## src/rtl/asap2_core.sv

```systemverilog
// Parametrised accumulator core: internal RAM with load port, T0..T4 fetch/execute
// microsequencer, conditional jumps, halt/run control, clock enable and strobed output.
module asap2_core #(
  parameter int unsigned DATA_W = 8,
  parameter int unsigned ADDR_W = 4
) (
  input  logic              clk,
  input  logic              rst,
  input  logic              ce,
  input  logic              run,
  input  logic              prog_we,
  input  logic [ADDR_W-1:0] prog_addr,
  input  logic [DATA_W-1:0] prog_data,
  output logic [DATA_W-1:0] out_data,
  output logic              out_valid,
  output logic              halted,
  output logic [ADDR_W-1:0] dbg_pc,
  output logic [DATA_W-1:0] dbg_a,
  output logic [DATA_W-1:0] dbg_b,
  output logic [DATA_W-1:0] dbg_ir,
  output logic              dbg_zf,
  output logic              dbg_cf
);

  typedef enum logic [2:0] {S_HALT, S_T0, S_T1, S_T2, S_T3, S_T4} state_t;

  localparam logic [3:0] OP_LDA = 4'd1;
  localparam logic [3:0] OP_ADD = 4'd2;
  localparam logic [3:0] OP_SUB = 4'd3;
  localparam logic [3:0] OP_STA = 4'd4;
  localparam logic [3:0] OP_LDI = 4'd5;
  localparam logic [3:0] OP_JMP = 4'd6;
  localparam logic [3:0] OP_JC  = 4'd7;
  localparam logic [3:0] OP_JZ  = 4'd8;
  localparam logic [3:0] OP_OUT = 4'd14;
  localparam logic [3:0] OP_HLT = 4'd15;

  state_t              state_q, state_d;
  logic [ADDR_W-1:0]   pc_q, pc_d, mar_q, mar_d;
  logic [DATA_W-1:0]   a_q, a_d, b_q, b_d, ir_q, ir_d, out_q, out_d;
  logic                zf_q, zf_d, cf_q, cf_d, out_valid_q, out_valid_d;

  logic [DATA_W-1:0]   ram_q [2**ADDR_W];
  logic                ram_we;
  logic [ADDR_W-1:0]   ram_wa;
  logic [DATA_W-1:0]   ram_wd;
  logic [DATA_W-1:0]   ram_rd;

  logic [3:0]          opcode;
  logic [ADDR_W-1:0]   operand;
  logic                is_sub;
  logic                sta_we;
  logic [DATA_W-1:0]   b_op;
  logic [DATA_W:0]     alu_sum;

  assign opcode  = ir_q[DATA_W-1 -: 4];
  assign operand = ir_q[ADDR_W-1:0];
  assign ram_rd  = ram_q[mar_q];
  assign is_sub  = (opcode == OP_SUB);
  assign b_op    = is_sub ? ~b_q : b_q;
  // SUB as A + ~B + 1, so the top bit reads as "no borrow"
  assign alu_sum = {1'b0, a_q} + {1'b0, b_op} + {{DATA_W{1'b0}}, is_sub};

  always_comb begin
    state_d     = state_q;
    pc_d        = pc_q;
    mar_d       = mar_q;
    a_d         = a_q;
    b_d         = b_q;
    ir_d        = ir_q;
    out_d       = out_q;
    zf_d        = zf_q;
    cf_d        = cf_q;
    out_valid_d = 1'b0;
    sta_we      = 1'b0;
    if (ce) begin
      case (state_q)
        S_HALT: if (run) state_d = S_T0;
        S_T0: begin
          mar_d   = pc_q;
          state_d = S_T1;
        end
        S_T1: begin
          ir_d    = ram_rd;
          pc_d    = pc_q + ADDR_W'(1);
          state_d = S_T2;
        end
        S_T2: begin
          state_d = S_T0;
          case (opcode)
            OP_LDA, OP_ADD, OP_SUB, OP_STA: begin
              mar_d   = operand;
              state_d = S_T3;
            end
            OP_LDI: a_d = {{(DATA_W-ADDR_W){1'b0}}, operand};
            OP_JMP: pc_d = operand;
            OP_JC:  if (cf_q) pc_d = operand;
            OP_JZ:  if (zf_q) pc_d = operand;
            OP_OUT: begin
              out_d       = a_q;
              out_valid_d = 1'b1;
            end
            OP_HLT: state_d = S_HALT;
            default: ;
          endcase
        end
        S_T3: begin
          state_d = S_T0;
          case (opcode)
            OP_LDA: a_d = ram_rd;
            OP_ADD, OP_SUB: begin
              b_d     = ram_rd;
              state_d = S_T4;
            end
            OP_STA: sta_we = 1'b1;
            default: ;
          endcase
        end
        S_T4: begin
          a_d     = alu_sum[DATA_W-1:0];
          cf_d    = alu_sum[DATA_W];
          zf_d    = (alu_sum[DATA_W-1:0] == '0);
          state_d = S_T0;
        end
        default: state_d = S_HALT;
      endcase
    end
  end

  // Load port wins only while halted or in reset, so it never collides with STA
  always_comb begin
    ram_we = 1'b0;
    ram_wa = prog_addr;
    ram_wd = prog_data;
    if (prog_we && (state_q == S_HALT || rst)) begin
      ram_we = 1'b1;
    end else if (sta_we && !rst) begin
      ram_we = 1'b1;
      ram_wa = mar_q;
      ram_wd = a_q;
    end
  end

  always_ff @(posedge clk) begin
    if (rst) begin
      state_q     <= S_HALT;
      pc_q        <= '0;
      mar_q       <= '0;
      a_q         <= '0;
      b_q         <= '0;
      ir_q        <= '0;
      out_q       <= '0;
      zf_q        <= 1'b0;
      cf_q        <= 1'b0;
      out_valid_q <= 1'b0;
    end else begin
      state_q     <= state_d;
      pc_q        <= pc_d;
      mar_q       <= mar_d;
      a_q         <= a_d;
      b_q         <= b_d;
      ir_q        <= ir_d;
      out_q       <= out_d;
      zf_q        <= zf_d;
      cf_q        <= cf_d;
      out_valid_q <= out_valid_d;
    end
  end

  always_ff @(posedge clk) begin
    if (ram_we) ram_q[ram_wa] <= ram_wd;
  end

  assign out_data  = out_q;
  assign out_valid = out_valid_q;
  assign halted    = (state_q == S_HALT);
  assign dbg_pc    = pc_q;
  assign dbg_a     = a_q;
  assign dbg_b     = b_q;
  assign dbg_ir    = ir_q;
  assign dbg_zf    = zf_q;
  assign dbg_cf    = cf_q;

endmodule

```

## config.mk

```make
export PLATFORM = sky130hd
export DESIGN_NAME = asap2_core
export DESIGN_NICKNAME = d
export VERILOG_FILES = /design/src/rtl/asap2_core.sv
export SDC_FILE = /design/constraint.sdc
export NUM_CORES = 1
export LEC_CHECK = 0
export CAP_MARGIN = 10
export CORE_AREA = 2 2 143 145
export DETAILED_ROUTE_END_ITERATION = 12
export DIE_AREA = 0 0 145 147
export HOLD_SLACK_MARGIN = 0.03
export PLACE_DENSITY = 0.7
export SLEW_MARGIN = 20
export SYNTH_ARGS = -nofsm -noshare
export SYNTH_HDL_FRONTEND = slang
export SYNTH_SLANG_ARGS = --single-unit
```

## constraint.sdc

```tcl
create_clock -name clk -period 5 [get_ports clk]
set_clock_uncertainty 0.2 [all_clocks]
set_input_delay 1.25 -clock clk [delete_from_list [all_inputs] [get_ports clk]]
set_output_delay 1.25 -clock clk [all_outputs]
set_load 0.02 [all_outputs]
```

==> run summary, run 1 <==
Outcome - completed
First-pass GRT wire length - 29.7 mm
Max cap viols - 0
Hold Crit Start - out_data[2]$_SDFFE_PP0P_
Worst min path class - flip-flop to flip-flop
Worst r2r path cells - 6
Mapped Nets - 574
VDD IR max - 0.000246 V
TritonRoute pass-1 iters - 5
Slew headroom - 42.8%
Cell Count, Final, Fillers Out - 876
Root Buffer Master - clkbuf_16
Cell family with most CP delay - simple AND/OR/NAND/NOR gates
Clk sinks - 178
Hold depth - 2
Crit-path max FO - 17
Core Rows - 52
Top cell type's share of synthesized area - 49.0%
Worst r2r src - dbg_ir[5]$_SDFFE_PP0P_
Core footprint - 0.0198 mm2
Largest area contributor in the netlist - edfxtp_1
Final setup viols - 0
Crit Path Category - primary input to flip-flop
Crit path depth - 7
Max stage delay on crit path - 0.66 ns
Final Power - 3120 uW
CTS tree - built
Critical Path Source Type - primary input
Initial core utilization - 39.5%
Post-synthesis sequential area ratio - 61.8%
Routed wire length - 19.4 mm
Fin. max-slew vios - 0
Synth Area in Simple Gates - 9.84%
R2r setup slk - 1.14 ns
Share of cells above drive strength 1 - 15.0%
Hpwl dp - 13.4 mm
Synthesized area - 0.00784 mm2
Via Count - 4971
FILL cells - 1686
Post-layout min period - 3.92 ns
Largest family of logic cells by synthesized area - multiplexers
Unrepaired setup endpoints after global routing - no
H-tree depth - 4
Via/cell ratio - 5.67
Routed length per instance - 22.1 um
Post-Synth XOR/XNOR Area - 1.34%
Synth warn - 0
LEAKAGE - 0.00296 uW
I/O pin count - 57
PD cells - 340 mW/mm2
Height of the die - 147 um
Total track usage - 18.6%
Worst path required time - 4.86 ns
EDFF count, synth - 128
Synth unique cells - 65
Largest net degree at the start of global routing - 48
CTS clk-pin slew, worst paths - 0.07 ns
Drc violations - 0
Drt initial violations - 517
Top post-synthesis cells by area - edfxtp_1 49%, dfxtp_1 13%, mux4_2 11%, mux2i_1 3.4%, nor2_1 2.5%
CP arrival - 3.78 ns
Critical-path cell with the highest stage delay - nor2_1
Period utilization - 78.4%
Initial antenna violation count - 0
Adder-cell share of the synthesized area - 1.53%
P&R area growth vs syn - 17.3%
Max Fclk - 255 MHz
Hold Path End - out_data[2]$_SDFFE_PP0P_
# nets final - 619
Main synth FF type - edfxtp_1
Gpl congestion - 0.884
Vias in the first global route - 4816
WP buf/inv - 2
Syn Area/Cell - 14.3 um2
Setup bufs post-CTS - 0
Synth Register Bits - 178
Synth Instances - 548
Post-DRT Antenna Nets - 0
Die Wd - 145 um
Total CTS buffers - 17
CTS Hold Bufs - 0
Ys async rst share - 0%
Compound-Gate Fraction of Synth Area - 7.62%
Die area - 0.0213 mm2
Slew @ Worst Pin - 0.857 ns
Worst reg2reg path endpoint - dbg_zf$_SDFFE_PP0P_
Number of diodes - 0
Critical path endpoint category - flip-flop
Mux cell area share after synthesis - 15.7%
WHS - 0.298 ns
PortBufs - 56
Sequential Area - 0.00485 mm2
Post-CTS resize count - 0
GRT overflow - 0
Area taken by multi-input logic gates - 0.00283 mm2
Fin Setup TNS - 0 ns
Clock tree buffer depth - 2
Critical-path cell list - clkdlybuf4s50_1 > buf_4 > nor2b_1 > nand4_1 > nor3b_1 > a31oi_1 > nor2_1
Fin. Hold Viols - 0
Worst skew pair latency - 0.43 ns
Dpl cells - 844
-- tightest hold or removal path, delay by kind of cell, from the launching register on --
kind | cells | cell delay [ns]
and+or+nand+nor | 1 | 0.07
muxes | 1 | 0.06
DFF | 1 | 0.33
-- worst max-delay path by stage --
| stage | start | slack, ns | to |
|---|---|---|---|
| after global routing | dbg_ir[5]$_SDFFE_PP0P_ | 0.87 | dbg_zf$_SDFFE_PP0P_ |
| final | ce | 1.08 | ram_q[5][4]$_DFFE_PP_ |
| after global placement | ce | 0.86 | ram_q[1][3]$_DFFE_PP_ |
| after detailed placement | ce | 0.67 | ram_q[5][6]$_DFFE_PP_ |
| after floorplan | ce | 2.03 | ram_q[10][0]$_DFFE_PP_ |
| after CTS | ce | 1.12 | ram_q[5][3]$_DFFE_PP_ |
-- metal layers --
layer	vias up	GRT usage, %	part of all wire (%)
met1	2492	24.7	42
met2	236	30.4	50
met5	-	0	0
li1	2224	-	-
met3	19	4.81	6.5
met4	0	5.50	1.8
-- power by group --
| group | switching (uW) | internal, uW | total [uW] |
|---|---|---|---|
| clock network | 611 | 701 | 1310 |
| registers | 35.8 | 1600 | 1640 |
| logic | 96.7 | 79.2 | 176 |
-- flip-flops by register name, summed over array words and instances, names as in the netlist, named ones only --
signal     count
ram_q        128
dbg_a          8
dbg_b          8
dbg_ir         8
out_data       8
dbg_pc         4
mar_q          4
state_q        3
dbg_cf         1
dbg_zf         1
out_valid      1
-- placed cells by master, fill, tap and decap left out, types with 4 or more instances in the layout --
cell             synthesis  layout
edfxtp_1               128     128
clkdlybuf4s50_1          0      55
nor2_1                  53      53
dfxtp_1                 50      49
mux4_2                  38      38
nand2_1                 30      30
mux2i_1                 27      27
a21oi_1                 24      24
clkbuf_16                0      17
xnor2_1                 11      11
o21ai_0                 10      10
nor3_1                   9       9
mux2_2                   9       9
a211oi_1                 8       8
ha_1                     8       8
nor2b_1                  7       7
nand3_1                  7       7
a31oi_1                  6       6
inv_1                    5       5
nor3b_1                  5       5
and2_1                   5       5
and3_1                   5       5
a311oi_1                 6       5
inv_6                    0       5
nand3b_1                 4       4
or3_1                    4       4
a221oi_1                 4       4
buf_4                    4       4
-- cells in the mapped netlist, types with 5 or more instances --
master,count
o21ai_0,10
nand2_1,30
a311oi_1,6
nor3b_1,5
a211oi_1,8
xnor2_1,11
nor3_1,9
a21oi_1,24
clkbuf_1,24
inv_1,5
ha_1,8
nor2_1,53
mux2_2,9
and3_1,5
and2_1,5
mux4_2,38
nor2b_1,7
mux2i_1,27
a31oi_1,6
edfxtp_1,128
nand3_1,7
dfxtp_1,50
-- cells by family (layout without fill, tap and decap cells) --
group                    count (synthesis)  in the layout
flip-flops                             178            178
AND/OR/NAND/NOR                        150            150
AO/OA/AOI/OAI                           86             86
multiplexers                            74             74
buffers and inverters                   39             97
XOR/XNOR                                12             12
adder cells (fa/ha/maj)                  9              9
-- metrics by stage --
stage / worst slack [ns] / util, % / area, um2
2_1_floorplan: 2.03 / - / 7840
3_3_place_gp: 0.861 / 43.4 / 8610
3_5_place_dp: 0.670 / 43.4 / 8610
4_1_cts: 1.12 / 46.3 / 9180
5_1_grt: 0.870 / 46.3 / 9190
6_report: 1.08 / 46.3 / 9190
-- final cells by class --
type                            instances  area share, %
Multi-Input combinational cell        331           30.8
Timing Repair Buffer                   60           6.37
Sequential cell                       178           52.8
Tap cell                              270           3.68
Clock buffer                           17           4.63
Inverter                                5          0.204
Clock inverter                         15           1.59
Note: power is estimated with default switching activity, not from simulation.
==> run 2, diff against run 1 <==
==> constraint.sdc (replaced) <==
create_clock -name clk -period 3.8 [get_ports clk]
set_clock_uncertainty 0.2 [all_clocks]
set_input_delay 0.95 -clock clk [delete_from_list [all_inputs] [get_ports clk]]
set_output_delay 0.95 -clock clk [all_outputs]
set_load 0.02 [all_outputs]
==> run 2 against run 1 <==
  * Global-route usage fell by 1.1 points
  * Sequential power grew 30%
  * Clock-buffer cell count is the same
  * Critical path depth is 2 higher
  * Wire length is 5.2% lower
  * Highest routed layer unchanged
  * Die area unchanged
==> run summary, run 2 (same netlist as run 1, synthesis figures left out) <==
Core Rows - 52
Routed wire length - 18.4 mm
Post-DRT Antenna Nets - 0
CP arrival - 3.61 ns
Share of cells above drive strength 1 - 18.5%
Clock tree buffer depth - 2
Root Buffer Master - clkbuf_16
Slew headroom - 35.4%
Critical Path Source Type - flip-flop
Via/cell ratio - 5.59
Final Power - 4090 uW
Number of diodes - 0
Largest net degree at the start of global routing - 33
Gpl congestion - 0.890
PortBufs - 56
Worst r2r src - dbg_ir[4]$_SDFFE_PP0P_
Crit Path Category - flip-flop to flip-flop
I/O pin count - 57
Max stage delay on crit path - 0.65 ns
Total track usage - 17.5%
Cell family with most CP delay - compound AO/OA/AOI/OAI gates
Worst skew pair latency - 0.42 ns
Outcome - completed
Hold depth - 2
Most common cell after layout, fill and taps aside - edfxtp_1
Top reg by flops - ram_q
Die Wd - 145 um
Fin. max-slew vios - 0
Crit path depth - 9
Period utilization - 91.4%
Via Count - 5034
Max Fclk - 288 MHz
# nets final - 644
Slew @ Worst Pin - 0.961 ns
Routed length per instance - 20.4 um
Crit-path max FO - 12
Unrepaired setup endpoints after global routing - no
CP Launch Point - dbg_ir[4]$_SDFFE_PP0P_
CTS tree - built
Clk sinks - 178
Setup bufs post-CTS - 0
Max cap viols - 0
Post-layout min period - 3.47 ns
H-tree depth - 4
Hold Crit Start - out_data[2]$_SDFFE_PP0P_
VDD IR max - 0.000269 V
GRT overflow - 0
LEAKAGE - 0.00310 uW
Fin. Hold Viols - 0
Max reg flops - 128
Hpwl dp - 12.4 mm
CTS clk-pin slew, worst paths - 0.07 ns
Worst min path class - flip-flop to flip-flop
Critical-path cell list - nand4bb_1 > buf_4 > xnor2_1 > ha_1 > a21oi_1 > a21boi_0 > a2111oi_1 > xnor2_1 > o31ai_2
CTS Hold Bufs - 0
Core footprint - 0.0198 mm2
CP most frequent cell - xnor2_1
Vias in the first global route - 5068
First-pass GRT wire length - 28.6 mm
Initial antenna violation count - 0
Total CTS buffers - 17
Initial core utilization - 39.5%
PD cells - 435 mW/mm2
Critical-path cell with the highest stage delay - a2111oi_1
Commonest non-fill, non-tap cells in the layout - 128 x edfxtp_1, 55 x clkdlybuf4s50_1, 53 x nor2_1, 49 x dfxtp_1, 38 x mux4_2
Drt initial violations - 351
Worst r2r path cells - 9
Height of the die - 147 um
Drc violations - 0
Post-CTS resize count - 0
Fin Setup TNS - 0 ns
P&R area growth vs syn - 19.9%
Critical path endpoint category - flip-flop
Worst path required time - 3.94 ns
Die area - 0.0213 mm2
WP buf/inv - 1
TritonRoute pass-1 iters - 5
Final setup viols - 0
run 2: changes by cell type in the layout (fill, tap and decap cells not counted):
cell	previous run	this run
clkinvlp_4	3	2
clkinv_4	1	6
inv_6	5	2
dfxtp_2	0	1
dfxtp_4	1	0
buf_12	0	1
clkinv_1	2	0
buf_4	4	28
clkinvlp_2	0	1
inv_8	3	0
a311oi_1	5	6
a311oi_2	1	0
clkinv_2	0	2
bufinv_16	1	2
run 2: worst reg2reg max path, stage by stage, from the launching register on:
cell,delay (ns)
dfxtp_1,0.53
nand4bb_1,0.46
buf_4,0.33
xnor2_1,0.13
ha_1,0.40
a21oi_1,0.19
a21boi_0,0.12
a2111oi_1,0.65
xnor2_1,0.15
o31ai_2,0.24
run 2: per-layer routing:
metal | vias up | track usage (%) | wire length, um
li1 | 2277 | - | -
met3 | 30 | 3.85 | 1130
met4 | 0 | 6.53 | 357
met5 | - | 0 | 0
met2 | 189 | 30.8 | 9440
met1 | 2538 | 21.3 | 7470
run 2: stage by stage:
stage / instance area, um2 / utilization (%) / hold WS [ns] / instances / worst slack [ns]
2_1_floorplan: 7840 / - / 0.304 / 548 / 0.842
3_3_place_gp: 8810 / 44.4 / 0.273 / 869 / 0.486
3_5_place_dp: 8810 / 44.4 / 0.287 / 869 / 0.364
4_1_cts: 9390 / 47.3 / 0.309 / 901 / 0.342
5_1_grt: 9390 / 47.3 / 0.328 / 901 / 0.126
6_report: 9390 / 47.3 / 0.308 / 901 / 0.326
run 2: final cells by class:
class,instances,area (um2)
multi-input cells,331,2820
repair buffers,85,786
clock inverters,15,160
flip-flops and latches,178,4850
well taps,270,338
inverters,5,18.8
clock buffers,17,425
fillers,1673,10500
run 2: worst paths after layout:
| check | slack (ns) | endpoint |
|---|---|---|
| max | 0.33 | dbg_zf$_SDFFE_PP0P_ |
| min | 0.31 | out_data[2]$_SDFFE_PP0P_ |
| max reg2reg | 0.33 | dbg_zf$_SDFFE_PP0P_ |
| min reg2reg | 0.31 | out_data[2]$_SDFFE_PP0P_ |
run 2: power breakdown:
| part | internal (uW) | leakage, uW | switching (uW) | total (uW) |
|---|---|---|---|---|
| Combinational | 112 | 0.00126 | 140 | 252 |
| Sequential | 2110 | 0.00156 | 25.1 | 2130 |
| Clock | 973 | 0.000280 | 730 | 1700 |
| Total | 3190 | 0.00310 | 895 | 4090 |
